File: config.mk
export PLATFORM = sky130hd
export DESIGN_NAME = mips_cpu_muldiv_unit
export DESIGN_NICKNAME = d
export VERILOG_FILES = /design/src/rtl/mips_cpu_muldiv_unit.sv
export SDC_FILE = /design/constraint.sdc
export NUM_CORES = 2
export LEC_CHECK = 0
export BUFFER_PORTS_ARGS = -buffer_cell sky130_fd_sc_hd__buf_2
export CAP_MARGIN = 20
export CORE_MARGIN = 4
export CORE_UTILIZATION = 55
export DETAILED_ROUTE_END_ITERATION = 7
export GPL_ROUTABILITY_DRIVEN = 0
export GPL_TIMING_DRIVEN = 0
export PLACE_DENSITY = 0.8
export SYNTH_ARGS = -nofsm -noshare
export SYNTH_HDL_FRONTEND = slang
export SYNTH_SLANG_ARGS = --single-unit
File: constraint.sdc
create_clock -name clk -period 9.65 [get_ports clk]
set_input_delay 1.93 -clock clk [delete_from_list [all_inputs] [get_ports clk]]
set_output_delay 1.93 -clock clk [all_outputs]
set_load 0.1 [all_outputs]
File: src/rtl/mips_cpu_muldiv_unit.sv
// HI/LO mul/div unit: MUL (and MADD/MSUB when MULT_ACC_EN is defined) after MUL_LAT cycles, DIV after WIDTH+1 (1 if divisor 0).
// No backpressure: start is ignored while busy; done pulses once per hi/lo update.
module mips_cpu_muldiv_unit #(
  parameter int WIDTH   = 32,
  parameter int MUL_LAT = 1
) (
  input  logic             clk,
  input  logic             reset,
  input  logic             start,
  input  logic [2:0]       op,
  input  logic             sin,
  input  logic [WIDTH-1:0] in_1,
  input  logic [WIDTH-1:0] in_2,
  output logic             busy,
  output logic             done,
  output logic [WIDTH-1:0] hi,
  output logic [WIDTH-1:0] lo
);

  localparam logic [2:0] OP_MTHI = 3'b000;
  localparam logic [2:0] OP_MTLO = 3'b001;
  localparam logic [2:0] OP_MUL  = 3'b010;
  localparam logic [2:0] OP_DIV  = 3'b011;
  localparam logic [2:0] OP_MADD = 3'b100;
  localparam logic [2:0] OP_MSUB = 3'b101;

  localparam int CNT_MAX = (WIDTH > MUL_LAT) ? WIDTH : MUL_LAT;
  localparam int CNT_W   = $clog2(CNT_MAX);

  typedef enum logic [1:0] {S_IDLE, S_MUL, S_DIV, S_FIX} state_t;

  state_t             state, state_nxt;
  logic [CNT_W-1:0]   cnt;
  logic               cnt_zero;
  logic               is_mul_op;
  logic               mul_upd, fix_upd;

  logic [WIDTH-1:0]   mcand, mplier;
  logic               msin;
  logic [2*WIDTH-1:0] mcand_ext, mplier_ext, product, mul_res;

  logic [WIDTH-1:0]   quo, rem, dvs, rem_nxt;
  logic [WIDTH-1:0]   abs_1, abs_2;
  logic [WIDTH:0]     rem_sh;
  logic               rem_ge;
  logic               neg_q, neg_r;

`ifdef MULT_ACC_EN
  logic               acc_en, acc_sub;
  assign is_mul_op = (op == OP_MUL) || (op == OP_MADD) || (op == OP_MSUB);
`else
  assign is_mul_op = (op == OP_MUL);
`endif

  assign cnt_zero = (cnt == '0);

  // Multiply path: operands are held from launch, so the product is stable for the whole MUL phase.
  assign mcand_ext  = msin ? {{WIDTH{mcand[WIDTH-1]}}, mcand}   : {{WIDTH{1'b0}}, mcand};
  assign mplier_ext = msin ? {{WIDTH{mplier[WIDTH-1]}}, mplier} : {{WIDTH{1'b0}}, mplier};
  assign product    = mcand_ext * mplier_ext;

`ifdef MULT_ACC_EN
  always_comb begin
    mul_res = product;
    if (acc_en) mul_res = acc_sub ? ({hi, lo} - product) : ({hi, lo} + product);
  end
`else
  assign mul_res = product;
`endif

  // Restoring divide step: quo doubles as the dividend shift register.
  assign abs_1   = (sin && in_1[WIDTH-1]) ? -in_1 : in_1;
  assign abs_2   = (sin && in_2[WIDTH-1]) ? -in_2 : in_2;
  assign rem_sh  = {rem, quo[WIDTH-1]};
  assign rem_ge  = (rem_sh >= {1'b0, dvs});
  assign rem_nxt = rem_ge ? (rem_sh[WIDTH-1:0] - dvs) : rem_sh[WIDTH-1:0];

  always_ff @(posedge clk) begin
    if (reset) state <= S_IDLE;
    else       state <= state_nxt;
  end

  always_comb begin
    state_nxt = state;
    case (state)
      S_IDLE: begin
        if (start) begin
          if (op == OP_DIV)   state_nxt = (in_2 == '0) ? S_FIX : S_DIV;
          else if (is_mul_op) state_nxt = S_MUL;
        end
      end
      S_MUL:   if (cnt_zero) state_nxt = S_IDLE;
      S_DIV:   if (cnt_zero) state_nxt = S_FIX;
      S_FIX:   state_nxt = S_IDLE;
      default: state_nxt = S_IDLE;
    endcase
  end

  always_comb begin
    busy    = (state != S_IDLE);
    mul_upd = (state == S_MUL) && cnt_zero;
    fix_upd = (state == S_FIX);
  end

  always_ff @(posedge clk) begin
    if (reset) begin
      hi     <= '0;
      lo     <= '0;
      done   <= 1'b0;
      cnt    <= '0;
      mcand  <= '0;
      mplier <= '0;
      msin   <= 1'b0;
      quo    <= '0;
      rem    <= '0;
      dvs    <= '0;
      neg_q  <= 1'b0;
      neg_r  <= 1'b0;
`ifdef MULT_ACC_EN
      acc_en  <= 1'b0;
      acc_sub <= 1'b0;
`endif
    end else begin
      done <= mul_upd | fix_upd;
      case (state)
        S_IDLE: begin
          if (start) begin
            case (op)
              OP_MTHI: hi <= in_1;
              OP_MTLO: lo <= in_1;
              OP_DIV: begin
                cnt <= CNT_W'(WIDTH - 1);
                if (in_2 == '0) begin
                  // Divide by zero skips iteration; FIX passes these through untouched.
                  quo   <= '1;
                  rem   <= in_1;
                  neg_q <= 1'b0;
                  neg_r <= 1'b0;
                end else begin
                  quo   <= abs_1;
                  rem   <= '0;
                  dvs   <= abs_2;
                  neg_q <= sin & (in_1[WIDTH-1] ^ in_2[WIDTH-1]);
                  neg_r <= sin & in_1[WIDTH-1];
                end
              end
              default: begin
                if (is_mul_op) begin
                  mcand  <= in_1;
                  mplier <= in_2;
                  msin   <= sin;
                  cnt    <= CNT_W'(MUL_LAT - 1);
`ifdef MULT_ACC_EN
                  acc_en  <= op[2];
                  acc_sub <= op[0];
`endif
                end
              end
            endcase
          end
        end
        S_MUL: begin
          if (cnt_zero) {hi, lo} <= mul_res;
          else          cnt <= cnt - CNT_W'(1);
        end
        S_DIV: begin
          rem <= rem_nxt;
          quo <= {quo[WIDTH-2:0], rem_ge};
          cnt <= cnt - CNT_W'(1);
        end
        S_FIX: begin
          lo <= neg_q ? -quo : quo;
          hi <= neg_r ? -rem : rem;
        end
        default: ;
      endcase
    end
  end

endmodule
### After elaboration in Yosys (flattened, before gate mapping)

Cells that the tools add are included.

* input port bits: 71
* memories kept: 0
* bits in read-only memories: 0
* memory bits (writable): 0
* register bits after elaboration: 235
* output and inout bits: 66
* word-level logic and storage cells: 100
* latch bits: 0

* magnitude comparators: 1
* mux-type cells: 37
* add/sub/neg operators: 6
* div/mod/pow operators: 0
* reduce and logical (&&, ||, !) cells: 21
* bitwise logic cells: 6
* shift-type cells: 0
* equal/unequal tests: 15
* multiply operators: 1

Operator list (number)
* $mux W32: 17
* $pmux W32 S3: 2
* $mux W64: 2
* $neg A32 Y32: 4
* $pmux W32 S2: 2
* $mul A64 B64 Y64: 1
* $ge A33 B32 Y1: 1
* $logic_not A32 Y1: 1
* $sub A32 B32 Y32: 1
* $reduce_and A4 Y1: 5
* $ne A2 B2 Y1 const B: 8
* $mux W5: 3
* $pmux W5 S3: 1
* $mux W2: 5
* $pmux W5 S2: 1
* $pmux W2 S4: 1
* $eq A3 B2 Y1 const B: 2
* $reduce_and A3 Y1: 2
* $reduce_bool A3 Y1: 2
* $logic_not A5 Y1: 1
* $reduce_and A5 Y1: 1
* $sub A5 B1 Y5 const B: 1
* $eq A2 B2 Y1 const B: 2
* $reduce_bool A2 Y1: 2
* 13 further kinds: 19

### Longest topological paths before layout

* depth after elaboration: 6
* depth in mapped cells: 34
* depth with buffers taken out: 31

### Worst setup path before layout

OpenSTA, ideal clock, no wires.

* kind: flip-flop to flip-flop
* from: register mcand[31]
* to: register hi[27]
* stages on the path, launching flop included: 31
* path slack: 0.741 ns
* clock period less this slack: 8.909 ns
* buffers on the path: 3
* data arrival time: 8.818 ns
* setup time: 0.091 ns
* cell sequence: dfxtp_1 and2_1 clkbuf_1 clkbuf_1 nand2_1 fa_1 inv_1 fa_1 fa_1 inv_1 fa_1 inv_1 fa_1 fa_1 fa_1 fa_1 fa_1 inv_1 fa_1 inv_1 ha_1 clkbuf_1 a21oi_1 nor2b_1 o21ai_0 nand2b_1 a21o_1 a21oi_1 and3_1 o21ai_0 a311oi_1

* cells in the longest elaborated chain, start to end: 4

Ends and longest elaborated chain
* from (decl): line 38 `logic [WIDTH-1:0] mcand, mplier;`
* from (signal assigned): line 149 `mcand <= in_1;`
* $mux W64: line 58 `assign mcand_ext = msin ? {{WIDTH{mcand[WIDTH-1]}}, mcand} : {{WIDTH{1'b0}}, mcand};`
* $mul A64 B64 Y64: line 60 `assign product = mcand_ext * mplier_ext;`
* $mux W32: line 163 `if (cnt_zero) {hi, lo} <= mul_res;`
* $pmux W32 S3: line 125 `case (state)`
* to (signal assigned): line 129 `OP_MTHI: hi <= in_1;`
* to (signal assigned): line 163
* to (signal assigned): line 173 `hi <= neg_r ? -rem : rem;`
* to (decl): line 16 `output logic [WIDTH-1:0] hi,`

Every way passes these cells. The select of a mux whose other input is x is not followed.
A chain may end at the register's enable or synchronous reset.

### Final worst setup path

* from: register mcand[29]
* to: register hi[15]

The elaborated chain is that of the path after synthesis.

==> key figures <==
Layout
  – Post-Route Utilization: 59.2%
  – Commonest non-fill, non-tap cell in the layout: inv_1
  – Finished Cell Area: 66800 sq um
  – Non-Filler Instances: 8793
  – Synth-to-layout area growth: 6.42%
  – Highest-count cells in the layout ignoring fill and taps: inv_1, fa_1, nand2_1
  – Area of the multi-input gates: 50600 sq um
  – Final nets: 9074
  – Layout cells sized above 1: 6.73%
  – Filler cell count: 9441
  – Reg area: 4800 sq um

CTS
  – Deepest clock path buffer count: 3
  – Clock Latency Late Sink: 0.57 ns
  – Clock net sink count: 235
  – Clock-pin slew on the worst setup and hold paths: 0.07 ns
  – Root buffer cell: clkbuf_16
  – CTS hold repair buffers: 0
  – CTS tree: built
  – H-tree depth: 1
  – Cts bufs inserted: 23

STA
  – Hold Violations, Final: 0
  – Skew final: 0.0388 ns
  – Tcrit/Tclk final: 101%
  – Fmax: 0.102 GHz
  – Least-Margin Pin Slew: 1.19 ns
  – Final Max Slew Viols: 0
  – Final setup viols: 3
  – Min Tclk post-route: 9.77 ns
  – Final worst slack: -0.123 ns
  – Headroom to the max-slew limit: 20.2%

Critical path
  – Worst setup SP type: register
  – CP Data Required Time: 10.14 ns
  – Setup CP Type: reg -> reg
  – Crit path capture type: register
  – CP dominant cell by count: fa_1
  – Worst-case reg-to-reg path depth: 29
  – Arrival time at the worst endpoint: 10.26 ns
  – Worst path buffer plus inverter count: 9
  – CP top delay family: adder cells
  – Slowest cell on crit path: clkbuf_1
  – Crit-path max cell delay: 0.80 ns
  – Crit-path max FO: 10
  – Crit path depth: 29

Logic synthesis
  – Cells after synthesis: 7095
  – Library cells used by synthesis: 100
  – Register bit total from synthesis: 235
  – Synthesized Nets: 8936
  – Syn Area/Cell: 8.85 sq um
  – Cell Area, Synth: 62800 sq um
  – Warnings from Yosys: 0
  – Post-synthesis sequential area ratio: 7.49%
  – Number of synthesized flops with an enable pin: 0
  – Top FF cell, synth: dfxtp_1
  – Ys async rst share: 0%

Detailed routing
  – DR WL/cell: 27.2 um
  – Vias/cell: 6.27
  – Initial DRC count: 7950
  – Routed vias: 55100
  – First-pass detailed-route iteration total: 8
  – Final antenna-violating net count: 0
  – DRC Markers: 258
  – Routed Wire Length: 239000 um

Floorplan
  – Die footprint: 120000 sq um
  – Chip width: 346 um
  – I/O pins: 137
  – Die height: 346 um
  – Core ar.: 113000 sq um
  – # rows: 123
  – Initial Utilization: 55.6%

Place
  – DPL Wire Length: 196000 um
  – Dpl cells: 8716
  – Pre-CTS WS: -1.17 ns
  – IO buf count: 114
  – Dpl cell area: 65300 sq um

Pwr
  – Pleak: 33.1 nW
  – PwrDens: 58.8 nW/um^2
  – Worst VDD drop: 0.000172 V

Global route
  – Total congestion overflow: 0
  – GRT met1 Usage: 44.9%
  – Total GRT Usage: 40.0%
  – Busiest grt layer: met2
  – Vias in the first global route: 56600
  – Met3 usage: 22.3%
  – First-pass GRT wire length: 355000 um
  – Largest net degree at the start of global routing: 25
  – Met2 GRT Util: 56.3%
  – Antenna violations before repair: 36

Min path
  – Hold Crit Class: reg -> reg
  – Hold path cells: 2

Status
  – Status: finished with violations
  – Failing checks: DRC, setup timing

Flow run
  – Max cap viols: 0
## flip-flops by register name, indices dropped and copies added, names as in the netlist
name	flops
quo	32
rem	32
neg_q	1
msin	1
cnt	5
state	2
done	1
lo	32
mplier	32
hi	32
neg_r	1
dvs	32
mcand	32
## metal layers
metal  up-vias  wire [um]  share of wire, %
met5         -        220             0.092
met4        16      26700                11
met3      1666      44100                18
met2      5154      95500                40
met1     26500      72700                30
li1      21800          -                 -
## cell type report
type	instances	area share, %
Sequential cell	235	7.19
Inverter	1604	9.02
Timing Repair Buffer	135	1.17
Antenna cell	43	0.161
Tap cell	1500	2.81
Buffer	385	2.71
Clock buffer	32	0.972
Multi-Input combinational cell	4849	75.7
Clock inverter	10	0.268
## cell families (layout without fill, tap and decap cells)
logic type | after synthesis | count (layout) | synth area share (%)
buf+inv | 2011 | 2166 | 12.1
fa+ha+maj | 1774 | 1774 | 52.3
flops | 235 | 235 | 7.49
mux | 25 | 25 | 0.430
xor+xnor | 238 | 238 | 3.32
other cells | 0 | 43 | 0
compound gates | 838 | 838 | 8.89
simple gates | 1974 | 1974 | 15.4
## worst min-delay path, delay by kind of cell, from the launching register on
family | cells | cell delay (ns)
compound gates | 1 | 0.05
simple gates | 1 | 0.06
flops | 1 | 0.32
## final timing paths
kind,startpoint,endpoint,slack (ns)
setup / recovery,mcand[29]$_SDFFE_PP0P_,hi[15]$_SDFFE_PP0P_,-0.12
hold / removal,quo[1]$_SDFFE_PP0P_,quo[1]$_SDFFE_PP0P_,0.48
setup reg to reg,mcand[29]$_SDFFE_PP0P_,hi[15]$_SDFFE_PP0P_,-0.12
hold reg to reg,quo[1]$_SDFFE_PP0P_,quo[1]$_SDFFE_PP0P_,0.48
## synth_stat cells (all sizes together), types with 7 or more instances
master	number	area, sq um
inv	1603	6020
fa	1420	28400
nand2	840	3160
and2	584	3650
clkbuf	372	1410
ha	350	4380
a21oi	255	1280
nor2	240	903
dfxtp	235	4700
xnor2	166	1450
o21ai	155	780
nor3	73	403
xor2	72	631
a211oi	67	513
a221oi	51	453
nand3	48	245
a21o	43	323
buf	34	185
nand4	33	213
and3	30	188
a31oi	26	163
o221ai	26	228
o31ai	26	209
o211ai	22	170
or3	21	131
o21a	19	143
o41ai	19	189
nor4	18	113
o21bai	17	128
mux2	16	180
nand2b	16	100
nor2b	16	103
a22oi	15	118
or4	14	124
a221o	12	120
a311oi	11	96.3
a31o	11	96.3
mux2i	9	90.1
nor3b	8	60.1
or2	8	50.1
a21boi	7	56.3
a41oi	7	61.3
nor4b	7	76.3
o2111ai	7	61.3
o31a	7	61.3
## what timing repair did
| item | in CTS | in global routing |
|---|---|---|
| setup endpoints to repair | 29 | 31 |
| pin swaps | 2 | 5 |
| resized for setup | 131 | 262 |
| buffers inserted | 3 | 10 |
## metrics by stage
step,hold WS [ns],setup TNS [ns],power [mW]
after floorplan,0.445,0,2.31
after global placement,0.459,-17.30,2.79
after detailed placement,0.468,-16.44,2.81
after CTS,0.476,0,3.82
after global routing,0.501,-0.118,4.01
final,0.478,-0.251,3.93
## power by group
| group | internal [mW] | switching [mW] | leakage (nW) | total, mW |
|---|---|---|---|---|
| sequential | 1.05 | 0.136 | 1.93 | 1.19 |
| combinational | 0.450 | 1.27 | 30.8 | 1.72 |
| clock | 0.605 | 0.419 | 0.409 | 1.02 |
| total | 2.10 | 1.83 | 33.1 | 3.93 |
No activity file was read; power rests on OpenSTA's default activity.
